### src/rtl/router_out_arb_if.sv
// Bundle of the FIFO-side and link-side signals of the output drain scheduler.
// master: the scheduler; slave: the FIFOs plus the link sink.
interface router_out_arb_if;
  logic       valid_out_0, valid_out_1, valid_out_2;
  logic [7:0] data_out_0, data_out_1, data_out_2;
  logic       re_enb_0, re_enb_1, re_enb_2;
  logic       flush_0, flush_1, flush_2;
  logic       link_ready;
  logic       link_valid;
  logic [7:0] link_data;
  logic       link_sop, link_eop, link_abort;
  logic [1:0] grant;

  modport master (
    input  valid_out_0, valid_out_1, valid_out_2,
    input  data_out_0, data_out_1, data_out_2,
    input  link_ready,
    output re_enb_0, re_enb_1, re_enb_2,
    output flush_0, flush_1, flush_2,
    output link_valid, link_data, link_sop, link_eop, link_abort,
    output grant
  );

  modport slave (
    output valid_out_0, valid_out_1, valid_out_2,
    output data_out_0, data_out_1, data_out_2,
    output link_ready,
    input  re_enb_0, re_enb_1, re_enb_2,
    input  flush_0, flush_1, flush_2,
    input  link_valid, link_data, link_sop, link_eop, link_abort,
    input  grant
  );
endinterface

### src/rtl/router_out_arb.sv
// Output drain scheduler: round-robin grant over three FIFOs, moves one whole
// packet (header, L payload bytes, parity) at a time onto the shared link and
// aborts/flushes a packet whose FIFO starves for TIMEOUT cycles.
module router_out_arb #(
  parameter int TIMEOUT = 30
) (
  input  logic             clk,
  input  logic             rst,
  router_out_arb_if.master bus
);

  typedef enum logic [0:0] {IDLE = 1'b0, BODY = 1'b1} state_t;

  state_t     state_reg, state_next;
  logic [1:0] sel_reg, sel_next;
  logic [1:0] last_grant_reg, last_grant_next;
  logic [1:0] rd_sel_reg, rd_sel_next;
  logic [6:0] cnt_reg, cnt_next;
  logic [6:0] t_reg, t_next;
  logic [7:0] starve_reg, starve_next;
  logic       link_valid_reg, link_sop_reg, link_eop_reg, link_abort_reg;
  logic [2:0] flush_reg;

  logic [2:0] fifo_valid;
  logic [2:0] re;
  logic       hdr_rd, last_rd, abort_now;
  logic [2:0] flush_now;
  logic [1:0] grant_now;
  logic [1:0] pick;
  logic       pick_ok;
  logic [5:0] sel_len;
  logic [7:0] rd_data;
  logic [6:0] t_eff, cnt_inc;
  logic [7:0] starve_inc;

  function automatic logic [1:0] next_idx(input logic [1:0] i);
    return (i == 2'd2) ? 2'd0 : i + 2'd1;
  endfunction

  assign fifo_valid = {bus.valid_out_2, bus.valid_out_1, bus.valid_out_0};

  // Payload length field of the owner's read data (meaningful in the sop cycle)
  always_comb begin
    case (sel_reg)
      2'd0:    sel_len = bus.data_out_0[7:2];
      2'd1:    sel_len = bus.data_out_1[7:2];
      2'd2:    sel_len = bus.data_out_2[7:2];
      default: sel_len = 6'd0;
    endcase
  end

  // Byte returned by the FIFO that was read in the previous cycle
  always_comb begin
    case (rd_sel_reg)
      2'd0:    rd_data = bus.data_out_0;
      2'd1:    rd_data = bus.data_out_1;
      2'd2:    rd_data = bus.data_out_2;
      default: rd_data = 8'h00;
    endcase
  end

  // The header is on the owner's data port while link_sop is high, so the
  // packet length is taken from it directly in that cycle and latched.
  assign t_eff      = link_sop_reg ? ({1'b0, sel_len} + 7'd2) : t_reg;
  assign cnt_inc    = cnt_reg + 7'd1;
  assign starve_inc = (starve_reg == 8'hFF) ? starve_reg : starve_reg + 8'd1;

  // Round-robin pick: first valid FIFO strictly after the last owner
  always_comb begin
    logic [1:0] cand;
    pick    = 2'd0;
    pick_ok = 1'b0;
    cand    = next_idx(last_grant_reg);
    for (int k = 0; k < 3; k++) begin
      if (!pick_ok && fifo_valid[cand]) begin
        pick    = cand;
        pick_ok = 1'b1;
      end
      cand = next_idx(cand);
    end
  end

  // Next-state, read enables and pulse requests
  always_comb begin
    state_next      = state_reg;
    sel_next        = sel_reg;
    last_grant_next = last_grant_reg;
    rd_sel_next     = rd_sel_reg;
    cnt_next        = cnt_reg;
    t_next          = t_reg;
    starve_next     = starve_reg;
    re              = 3'b000;
    grant_now       = 2'd3;
    hdr_rd          = 1'b0;
    last_rd         = 1'b0;
    abort_now       = 1'b0;
    flush_now       = 3'b000;
    case (state_reg)
      IDLE: begin
        // rst gate keeps read enables quiet while reset is held
        if (rst && bus.link_ready && pick_ok) begin
          re[pick]    = 1'b1;
          grant_now   = pick;
          sel_next    = pick;
          rd_sel_next = pick;
          cnt_next    = 7'd1;
          starve_next = 8'd0;
          hdr_rd      = 1'b1;
          state_next  = BODY;
        end
      end
      BODY: begin
        grant_now = sel_reg;
        if (link_sop_reg) t_next = t_eff;
        if (bus.link_ready && fifo_valid[sel_reg] && (cnt_reg < t_eff)) begin
          re[sel_reg] = 1'b1;
          rd_sel_next = sel_reg;
          cnt_next    = cnt_inc;
          starve_next = 8'd0;
          if (cnt_inc == t_eff) begin
            last_rd         = 1'b1;
            last_grant_next = sel_reg;
            state_next      = IDLE;
          end
        end else if (bus.link_ready && (cnt_reg < t_eff)) begin
          starve_next = starve_inc;
          if (starve_inc >= 8'(TIMEOUT)) begin
            abort_now          = 1'b1;
            flush_now[sel_reg] = 1'b1;
            last_grant_next    = sel_reg;
            state_next         = IDLE;
          end
        end
      end
      default: state_next = IDLE;
    endcase
  end

  // State registers and the one-cycle link pipeline
  always_ff @(posedge clk or negedge rst) begin
    if (!rst) begin
      state_reg      <= IDLE;
      sel_reg        <= 2'd0;
      last_grant_reg <= 2'd2;
      rd_sel_reg     <= 2'd0;
      cnt_reg        <= 7'd0;
      t_reg          <= 7'd0;
      starve_reg     <= 8'd0;
      link_valid_reg <= 1'b0;
      link_sop_reg   <= 1'b0;
      link_eop_reg   <= 1'b0;
      link_abort_reg <= 1'b0;
      flush_reg      <= 3'b000;
    end else begin
      state_reg      <= state_next;
      sel_reg        <= sel_next;
      last_grant_reg <= last_grant_next;
      rd_sel_reg     <= rd_sel_next;
      cnt_reg        <= cnt_next;
      t_reg          <= t_next;
      starve_reg     <= starve_next;
      link_valid_reg <= |re;
      link_sop_reg   <= hdr_rd;
      link_eop_reg   <= last_rd;
      link_abort_reg <= abort_now;
      flush_reg      <= flush_now;
    end
  end

  assign bus.re_enb_0   = re[0];
  assign bus.re_enb_1   = re[1];
  assign bus.re_enb_2   = re[2];
  assign bus.flush_0    = flush_reg[0];
  assign bus.flush_1    = flush_reg[1];
  assign bus.flush_2    = flush_reg[2];
  assign bus.link_valid = link_valid_reg;
  assign bus.link_data  = link_valid_reg ? rd_data : 8'h00;
  assign bus.link_sop   = link_sop_reg;
  assign bus.link_eop   = link_eop_reg;
  assign bus.link_abort = link_abort_reg;
  assign bus.grant      = grant_now;

endmodule

### src/flat_wrapper.sv
// flat-port wrapper written by rule: the top's interface ports become plain ports
module router_out_arb_flat 
#(
  parameter int TIMEOUT = 30
)
  (clk, rst, bus_valid_out_0, bus_valid_out_1, bus_valid_out_2, bus_data_out_0, bus_data_out_1, bus_data_out_2, bus_link_ready, bus_re_enb_0, bus_re_enb_1, bus_re_enb_2, bus_flush_0, bus_flush_1, bus_flush_2, bus_link_valid, bus_link_data, bus_link_sop, bus_link_eop, bus_link_abort, bus_grant);
  router_out_arb_if bus_i ();
  input  logic clk;
  input  logic rst;
  input wire logic [$bits(bus_i.valid_out_0)-1:0] bus_valid_out_0;
  input wire logic [$bits(bus_i.valid_out_1)-1:0] bus_valid_out_1;
  input wire logic [$bits(bus_i.valid_out_2)-1:0] bus_valid_out_2;
  input wire logic [$bits(bus_i.data_out_0)-1:0] bus_data_out_0;
  input wire logic [$bits(bus_i.data_out_1)-1:0] bus_data_out_1;
  input wire logic [$bits(bus_i.data_out_2)-1:0] bus_data_out_2;
  input wire logic [$bits(bus_i.link_ready)-1:0] bus_link_ready;
  output wire logic [$bits(bus_i.re_enb_0)-1:0] bus_re_enb_0;
  output wire logic [$bits(bus_i.re_enb_1)-1:0] bus_re_enb_1;
  output wire logic [$bits(bus_i.re_enb_2)-1:0] bus_re_enb_2;
  output wire logic [$bits(bus_i.flush_0)-1:0] bus_flush_0;
  output wire logic [$bits(bus_i.flush_1)-1:0] bus_flush_1;
  output wire logic [$bits(bus_i.flush_2)-1:0] bus_flush_2;
  output wire logic [$bits(bus_i.link_valid)-1:0] bus_link_valid;
  output wire logic [$bits(bus_i.link_data)-1:0] bus_link_data;
  output wire logic [$bits(bus_i.link_sop)-1:0] bus_link_sop;
  output wire logic [$bits(bus_i.link_eop)-1:0] bus_link_eop;
  output wire logic [$bits(bus_i.link_abort)-1:0] bus_link_abort;
  output wire logic [$bits(bus_i.grant)-1:0] bus_grant;
  assign bus_i.valid_out_0 = bus_valid_out_0;
  assign bus_i.valid_out_1 = bus_valid_out_1;
  assign bus_i.valid_out_2 = bus_valid_out_2;
  assign bus_i.data_out_0 = bus_data_out_0;
  assign bus_i.data_out_1 = bus_data_out_1;
  assign bus_i.data_out_2 = bus_data_out_2;
  assign bus_i.link_ready = bus_link_ready;
  assign bus_re_enb_0 = bus_i.re_enb_0;
  assign bus_re_enb_1 = bus_i.re_enb_1;
  assign bus_re_enb_2 = bus_i.re_enb_2;
  assign bus_flush_0 = bus_i.flush_0;
  assign bus_flush_1 = bus_i.flush_1;
  assign bus_flush_2 = bus_i.flush_2;
  assign bus_link_valid = bus_i.link_valid;
  assign bus_link_data = bus_i.link_data;
  assign bus_link_sop = bus_i.link_sop;
  assign bus_link_eop = bus_i.link_eop;
  assign bus_link_abort = bus_i.link_abort;
  assign bus_grant = bus_i.grant;
  router_out_arb #(.TIMEOUT(TIMEOUT)) u_core (.clk(clk), .rst(rst), .bus(bus_i));
endmodule
### config.mk
export PLATFORM = sky130hd
export DESIGN_NAME = router_out_arb_flat
export DESIGN_NICKNAME = d
export VERILOG_FILES = /design/src/rtl/router_out_arb_if.sv /design/src/rtl/router_out_arb.sv /design/src/flat_wrapper.sv
export SDC_FILE = /design/constraint.sdc
export NUM_CORES = 1
export LEC_CHECK = 0
export CAP_MARGIN = 20
export CORE_MARGIN = 10
export CORE_UTILIZATION = 55
export CTS_BUF_LIST = sky130_fd_sc_hd__clkbuf_4 sky130_fd_sc_hd__clkbuf_8 sky130_fd_sc_hd__clkbuf_16
export CTS_CLUSTER_SIZE = 10
export DETAILED_ROUTE_END_ITERATION = 8
export PLACE_DENSITY = 0.86
export SYNTH_ARGS = -nofsm -noshare
export SYNTH_HDL_FRONTEND = slang
export SYNTH_SLANG_ARGS = --single-unit
### constraint.sdc
create_clock -name clk -period 9.4 [get_ports clk]
set_input_delay 0.94 -clock clk [delete_from_list [all_inputs] [get_ports clk]]
set_output_delay 0.94 -clock clk [all_outputs]
set_load 0.03 [all_outputs]
== Word level (Yosys, flattened, before mapping) ==
Index checks and enable logic that the tools add are counted.

* Flip-flop bits (word level): 36
* Input bits: 30
* Word-level logic and storage cells: 125

* Bitwise operators: 1
* Add/sub/neg operators: 6
* $lt $le $gt $ge: 9
* Mux-type cells: 63
* Equality and inequality tests: 13
* Reductions and logical operators: 21

{| class="wikitable"
|+ Operators with widths
! operator !! count
|-
| $mux W8 || 5
|-
| $mux W2 || 13
|-
| $pmux W8 S3 || 1
|-
| $mux W1 || 22
|-
| $mux W7 || 3
|-
| $mux W3 || 6
|-
| $pmux W6 S3 || 1
|-
| $pmux W8 S2 || 1
|-
| $lt A2 B3 Y1 const B || 5
|-
| $pmux W7 S2 || 1
|-
| $eq A2 B2 Y1 const B || 5
|-
| $logic_and A1 B1 Y1 || 9
|-
| $add A8 B1 Y8 const B || 1
|-
| $bmux W1 S2 || 4
|-
| $eq A8 B8 Y1 const B || 1
|-
| $ge A8 B5 Y1 const B || 1
|-
| $pmux W2 S2 || 2
|-
| $reduce_and A2 Y1 || 4
|-
| $add A6 B2 Y7 const B || 1
|-
| $add A7 B1 Y7 const B || 1
|-
| $eq A7 B7 Y1 || 1
|-
| $lt A7 B7 Y1 || 1
|-
| $add A2 B1 Y2 const B || 3
|-
| $pmux W3 S2 || 1
|-
| other kinds (13) || 20
|}

== Longest topological paths before layout ==
Gate-level depths: netlist of run 1.

* Depth after elaboration: 18
* Depth in mapped cells: 18
* Mapped depth without buffers: 15

== Worst setup path after synthesis of run 1 ==
OpenSTA, ideal clock, no wires.

* Kind: input to output
* Start point: in bus_data_out_1[4]
* End point: out bus_re_enb_0
* Stages: 17
* Required time: 8460 ps
* Arrival time: 4139 ps
* Slack: 4321 ps
* Path buffers: 2
* Cell sequence: mux2i_1 a2bb2oi_1 inv_1 ha_1 inv_1 xnor2_1 mux2i_1 ha_1 a21o_1 o32ai_1 o31ai_1 maj3_2 a211oi_2 buf_6 buf_8 nand2_2 o31ai_2

* Cells in the longest elaborated chain, start to end: 7

{| class="wikitable"
|+ RTL lines
! item !! line !! RTL
|-
| start, declared || flat_wrapper.sv:14 || <nowiki>input wire logic [$bits(bus_i.data_out_1)-1:0] bus_data_out_1;</nowiki>
|-
| $pmux W6 S3 || router_out_arb.sv:44 || <nowiki>case (sel_reg)</nowiki>
|-
| $add A6 B2 Y7 || router_out_arb.sv:64 || <nowiki>assign t_eff = link_sop_reg ? ({1'b0, sel_len} + 7'd2) : t_reg;</nowiki>
|-
| $mux W7 || router_out_arb.sv:64 ||
|-
| $lt A7 B7 Y1 || router_out_arb.sv:115 || <nowiki>if (bus.link_ready && fifo_valid[sel_reg] && (cnt_reg < t_eff)) begin</nowiki>
|-
| $logic_and A1 B1 Y1 || router_out_arb.sv:115 ||
|-
| $mux W3 || router_out_arb.sv:115 ||
|-
| $pmux W3 S2 || router_out_arb.sv:98 || <nowiki>case (state_reg)</nowiki>
|-
| end, declared || flat_wrapper.sv:17 || <nowiki>output wire logic [$bits(bus_i.re_enb_0)-1:0] bus_re_enb_0;</nowiki>
|}

Every way passes these cells.

== Final worst setup path of run 1 ==
* Start point: reg u_core.sel_reg[1]
* End point: out bus_re_enb_0

* Cells in the longest elaborated chain, start to end: 8
* Elaborated cells between the ends (all ways): 18
* Classes of those cells: add/sub (1); order compare (3); eq/ne (2); mux (8); reduce/logical (4)

{| class="wikitable"
|+ RTL lines
! item !! line !! RTL
|-
| start, declared || router_out_arb.sv:15 || <nowiki>logic [1:0] sel_reg, sel_next;</nowiki>
|-
| start signal, assigned || router_out_arb.sv:156 || <nowiki>sel_reg <= sel_next;</nowiki>
|-
| $eq A2 B2 Y1, or another cell as far along || router_out_arb.sv:44 ||
|-
| $pmux W6 S3 || router_out_arb.sv:44 ||
|-
| $add A6 B2 Y7 || router_out_arb.sv:64 ||
|-
| $mux W7 || router_out_arb.sv:64 ||
|-
| $lt A7 B7 Y1 || router_out_arb.sv:115 ||
|-
| $logic_and A1 B1 Y1 || router_out_arb.sv:115 ||
|-
| $mux W3 * || router_out_arb.sv:115 ||
|-
| $pmux W3 S2 * || router_out_arb.sv:98 ||
|}

Mark *: on every way between the ends. The rest lies on a longest branch, timed or not. The select of a mux whose other input is x is not followed.

==> metrics.cfg, run 1 <==
[worst_hold_path]
min_path_type=reg2reg
min-delay-start=u_core.t_reg[6]

[sta]
rsz0062_at_grt=no
finalSetupTns_ns=0
final.min_clock_period_ns=6.378
relSlewSlack_pct=43.73
hold_viol=0
drv_slew=0
tightestPinTransition_ns=0.8440
max_freq_mhz=156.8
clock_skew_ns=0.007708
setup_violations=0
fin_crit_sh_pct=67.85

[detailed_routing]
vias=2515
wirelength_mm=7.137
first_pass_iters=4
vias_per_cell=5.932
ant_nets=0
drc=0
routedWlPerCell_um=16.83
drtIter0Drc=169

[placed_design]
port-buffer-count=49
gp_congestion=0.9096
dp_hpwl_mm=5.397
placed_cell_area_mm2=0.003236
dp_cells=416

[worst_setup_path]
ff2ff_path_depth=16
r2r_setup_slack_ns=4.35
timing.rr.start=u_core.sel_reg[1]
critPathArrivalTime_ns=5.44
critical_path_peak_fanout=20
cp-start-kind=register
crit_start=u_core.sel_reg[1]
rr_endpoint=u_core.starve_reg[3]
worstSetupPathType=reg2out
endpoint_kind=output pin
worstPathRequired_ns=8.46
crit_end=bus_re_enb_0

[pwr]
p_leak_uw=0.001449
power.density_mw_per_mm2=263.0
irDropWorstVdd_uv=137.9

[synthesis]
synth_seq_cells=36
yosysWarnings=0
synth_area_per_cell_um2=8.739
syn_area_mm2=0.002770
synth_nets=355
syn_inst=317
synth_seq_area_share_pct=32.57
synthTopCellsByArea=dfrtp_1 32%, mux2i_1 7.2%, o21ai_0 4.0%
synth_top_cell_by_area=dfrtp_1
synth-main-ff-cell=dfrtp_1
async_reset_ff_share_pct=100.0
synth_common_cells=35 x dfrtp_1, 27 x nand2_1, 22 x o21ai_0
ys_types=61
yosysMostFrequentCell=dfrtp_1
synth_top_area_share_pct=31.62
synth_edf_count=0

[global_routing]
antenna_found_initial=0
grt_pass1_vias=2442
track_usage_pct=17.11
grt-ovfl-total=0
grt_pass1_wl_mm=12.11
grt_max_degree=38

[layout]
n_antenna_cell=0
largest_reg_flops=8
drive_above_1_share_pct=8.964
area_growth_syn_to_layout_pct=20.01
final_area_mm2=0.003324
final_cells=424
nNetsFinal=394

[floorplan]
die_area_mm2=0.008276
start_util_pct=57.51
row_count=25
io_pins=50
core_mm2=0.004817
die_width_um=90.97
chipHeight_um=90.97

[cts]
cts-root-buf=clkbuf_8
clk_pin_slew_ns=0.07
cts_max_path_buffers=2
h-tree-depth=2
cts_hold_buf=0
cts_resized=0
post_cts_buffers=0
cts_tree=yes
clk_latency_ns=0.29
clock_sinks=36
cts_made_buffers=5

[status]
status=completed

[job]
cap_violations=0

[worst max-delay path, cell delays in order, from the launching register on]
cell and delay, ns:
dfrtp_1 0.79, nor2b_1 0.61, a2bb2oi_1 0.20, inv_1 0.14, ha_1 0.22, inv_1 0.10, xnor2_1 0.26, mux2i_1 0.16
ha_1 0.34, o211a_1 0.15, o32ai_1 0.28, o31ai_1 0.11, maj3_2 0.34, a211oi_2 0.39, nand2_2 0.13, o31ai_2 0.20
clkdlybuf4s50_1 0.73
[worst min path at each step]
stage / end / slack [ns] / cells past startpoint
final: u_core.t_reg[6] / 0.49 / 2
after global routing: u_core.t_reg[0] / 0.51 / 2
after CTS: u_core.t_reg[5] / 0.50 / 2
after detailed placement: u_core.t_reg[5] / 0.48 / 2
after global placement: u_core.t_reg[6] / 0.46 / 2
after floorplan: u_core.t_reg[5] / 0.44 / 2
[cell usage in the layout, fill, tap and decap left out, types with 3 or more instances in the layout]
cell type        netlist  routed
inv_1                 13      13
a31oi_1                8       8
xnor2_1               10      10
nor3_1                 7       7
nand3_1               18      18
or4_1                  3       3
dfrtp_1               35      35
nor2_1                12      12
and2_1                14      14
o211a_1                3       3
mux2i_1               20      20
ha_1                   8       8
clkdlybuf4s50_1        0      48
clkbuf_8               0       5
o31ai_1                3       3
and3_1                 8       8
a2bb2oi_1              4       4
o21ai_0               22      22
nand2_1               27      27
a21o_1                 8       8
a21oi_1               12      12
nor2b_1               11      11
o211ai_1               6       6
[where the power goes]
part	switching, uW	internal, uW	total, uW
combinational	275	216	491
clock	52.7	57.7	110
sequential	73.3	200	273
[stage by stage]
stage | setup slack, ns | hold WS, ns | total power [uW] | util [%]
3_3_place_gp | 3.397 | 0.4563 | 741.6 | 67.17
6_report | 3.022 | 0.4893 | 874.4 | 69.01
4_1_cts | 3.038 | 0.4953 | 874.1 | 69.01
5_1_grt | 2.565 | 0.5137 | 945.9 | 69.01
2_1_floorplan | 4.321 | 0.4422 | 647.0 | -
3_5_place_dp | 3.220 | 0.4763 | 760.0 | 67.17
[per-layer routing]
| metal | vias up | GRT usage [%] | part of all wire (%) |
|---|---|---|---|
| met2 | 74 | 27.51 | 47 |
| li1 | 1222 | - | - |
| met1 | 1213 | 22.81 | 48 |
| met4 | 0 | 4.047 | 1.1 |
| met3 | 6 | 3.704 | 4.3 |
| met5 | - | 0 | 0 |
[layout make-up]
cell class	instances	area [um^2]
Multi-Input combinational cell	249	1704
Fill cell	399	1493
Sequential cell	36	902.1
Timing Repair Buffer	50	493.0
Clock buffer	7	83.83
Tap cell	67	83.83
Inverter	14	52.55
Clock inverter	1	5.005
[cell families after synthesis]
| group | after synthesis | share of synthesized area (%) |
|---|---|---|
| xor+xnor | 12 | 3.794 |
| buf+inv | 32 | 5.916 |
| flops | 36 | 32.57 |
| fa+ha+maj | 9 | 4.020 |
| simple gates | 116 | 22.54 |
| mux | 25 | 9.349 |
| compound gates | 87 | 21.82 |
Power figures use the tool's default switching activity.
==> run 2: changes to the inputs <==
--- a/config.mk
+++ b/config.mk
@@ -7,11 +7,11 @@
 export LEC_CHECK = 0
 export CAP_MARGIN = 20
 export CORE_MARGIN = 10
-export CORE_UTILIZATION = 55
+export CORE_UTILIZATION = 48
 export CTS_BUF_LIST = sky130_fd_sc_hd__clkbuf_4 sky130_fd_sc_hd__clkbuf_8 sky130_fd_sc_hd__clkbuf_16
 export CTS_CLUSTER_SIZE = 10
 export DETAILED_ROUTE_END_ITERATION = 8
-export PLACE_DENSITY = 0.86
+export PLACE_DENSITY = 0.8
 export SYNTH_ARGS = -nofsm -noshare
 export SYNTH_HDL_FRONTEND = slang
 export SYNTH_SLANG_ARGS = --single-unit
==> constraint.sdc (replaced) <==
create_clock -name clk -period 5.29 [get_ports clk]
set_input_delay 0.529 -clock clk [delete_from_list [all_inputs] [get_ports clk]]
set_output_delay 0.529 -clock clk [all_outputs]
set_load 0.03 [all_outputs]
==> run 2 against run 1 <==
Against the previous run:
- die area is 11% higher
- flip-flop and latch count stayed put
- via count is 0.95% lower
- clock power is 77% higher
- power is 77% higher
- clock skew is 0.0028 ns higher
- critical path depth stayed put
- combinational power is 82% higher
- critical path type unchanged
- largest cell class unchanged
==> metrics.cfg, run 2 (synthesized netlist as in run 1, its figures left out) <==
[sta]
rsz0062_at_grt=no
fin_crit_sh_pct=90.91
final.min_clock_period_ns=4.809
timing.hold.ws_ns=0.2683
setup_violations=0
relSlewSlack_pct=50.05
clock_skew_ns=0.01047
tightestPinTransition_ns=0.7493
hold_viol=0
max_freq_mhz=207.9
drv_slew=0
finalSetupTns_ns=0

[pwr]
power.switching_uw=711.5
internal-power_uw=840.4
irDropWorstVdd_uv=236.0
sw_frac_of_total_pct=45.85
power_frac_seq_pct=30.0
p_comb_share_pct=57.5
power.density_mw_per_mm2=462.8
clkPwrFrac_pct=12.6
p_leak_uw=0.001472

[cts]
clk_pin_slew_ns=0.07
clk_latency_ns=0.30
cts_max_path_buffers=2
cts_tree=yes
cts_made_buffers=5
clock_sinks=36
cts_resized=0
cts_hold_buf=0
cts-root-buf=clkbuf_8
post_cts_buffers=0
h-tree-depth=2

[floorplan]
chipHeight_um=95.97
core_mm2=0.005540
die_width_um=95.97
die_area_mm2=0.009210
row_count=27
io_pins=50
start_util_pct=50.00

[detailed_routing]
vias=2491
vias_per_cell=5.753
drc=0
first_pass_iters=4
ant_nets=0
drtIter0Drc=106
routedWlPerCell_um=16.26
wirelength_mm=7.039

[job]
cap_violations=0

[layout]
final_cell_mix=45 x clkdlybuf4s50_1, 34 x dfrtp_1, 27 x nand2_1
final_common_cell=clkdlybuf4s50_1
drive_above_1_share_pct=11.08
n_antenna_cell=0
final_cells=433
largest_reg_flops=8
nNetsFinal=398
area_growth_syn_to_layout_pct=21.05

[placed_design]
dp_cells=425
dp_hpwl_mm=5.448
port-buffer-count=49
gp_congestion=0.8890

[worst_setup_path]
cp-start-kind=register
critPathArrivalTime_ns=4.28
endpoint_kind=output pin
critical_path_peak_fanout=15
worstPathRequired_ns=4.76
worstSetupPathType=reg2out

[status]
status=completed

[global_routing]
antenna_found_initial=0
grt_pass1_wl_mm=11.78
grt-ovfl-total=0
grt_max_degree=38
track_usage_pct=15.62
grt_pass1_vias=2399

[worst_hold_path]
min_path_type=in2async

## run 2: changes by cell type in the layout (fill, tap and decap cells not counted)
cell / change
clkdlybuf4s50_1: -3
dfrtp_1: -1
buf_4: +7
clkbuf_4: -2
clkinv_2: +1
dfrtp_2: +1
clkinv_4: +1
## run 2: per-layer routing
layer / share of wire [%] / global-route usage (%)
met1: 46 / 19.72
met2: 47 / 26.69
met3: 6.2 / 3.346
met4: 0.90 / 3.440
met5: 0 / 0
## run 2: layout make-up
type	instances	area (um^2)
tap	72	90.09
inverter	14	52.55
fill	487	2187
multi-input combinational	249	1704
clock buffer	5	68.82
sequential	36	903.4
timing repair buffer	54	515.5
clock inverter	3	18.77
## run 2: per-stage QoR
| step | util, % | total power (uW) | area, um^2 | worst slack (ns) |
|---|---|---|---|---|
| detailed placement | 58.92 | 1359 | 3264 | 0.5011 |
| global route | 60.52 | 1676 | 3353 | 0.1802 |
| floorplan | - | 1150 | 2770 | 1.025 |
| global placement | 58.92 | 1334 | 3264 | 0.6086 |
| finish | 60.52 | 1552 | 3353 | 0.4809 |
| CTS | 60.50 | 1559 | 3352 | 0.3074 |
## run 2: path summary, 6_finish.rpt
| path | slack [ns] | cells after the start | from | end |
|---|---|---|---|---|
| max | 0.48 | 16 | u_core.sel_reg[0] | bus_re_enb_0 |
| min | 0.27 | 2 | rst | u_core.cnt_reg[3] |
| max reg2reg | 0.86 | 16 | u_core.sel_reg[0] | u_core.starve_reg[1] |
| min reg2reg | 0.49 | 2 | u_core.t_reg[6] | u_core.t_reg[6] |
| max in group asynchronous | 4.66 | 2 | rst | u_core.sel_reg[0] |
| min in group clk | 0.49 | 2 | u_core.t_reg[6] | u_core.t_reg[6] |
## run 2: critical path, cell delays in order, from the launching register on
cell,delay (ns)
dfrtp_2,0.59
mux2i_1,0.24
a2bb2oi_1,0.22
inv_1,0.11
ha_1,0.24
inv_1,0.10
xnor2_1,0.14
mux2i_1,0.14
ha_1,0.35
a21o_1,0.19
o32ai_1,0.23
o31ai_1,0.10
maj3_2,0.34
a211oi_2,0.46
nand2_2,0.13
o31ai_2,0.19
buf_4,0.19
## run 2: power groups by stage
stage,sequential (uW),combinational (uW),clock [uW]
after CTS,462,897,199
after global routing,481,985,209
after floorplan,413,737,0
final,465,892,195
after global placement,461,873,0
after detailed placement,467,892,0
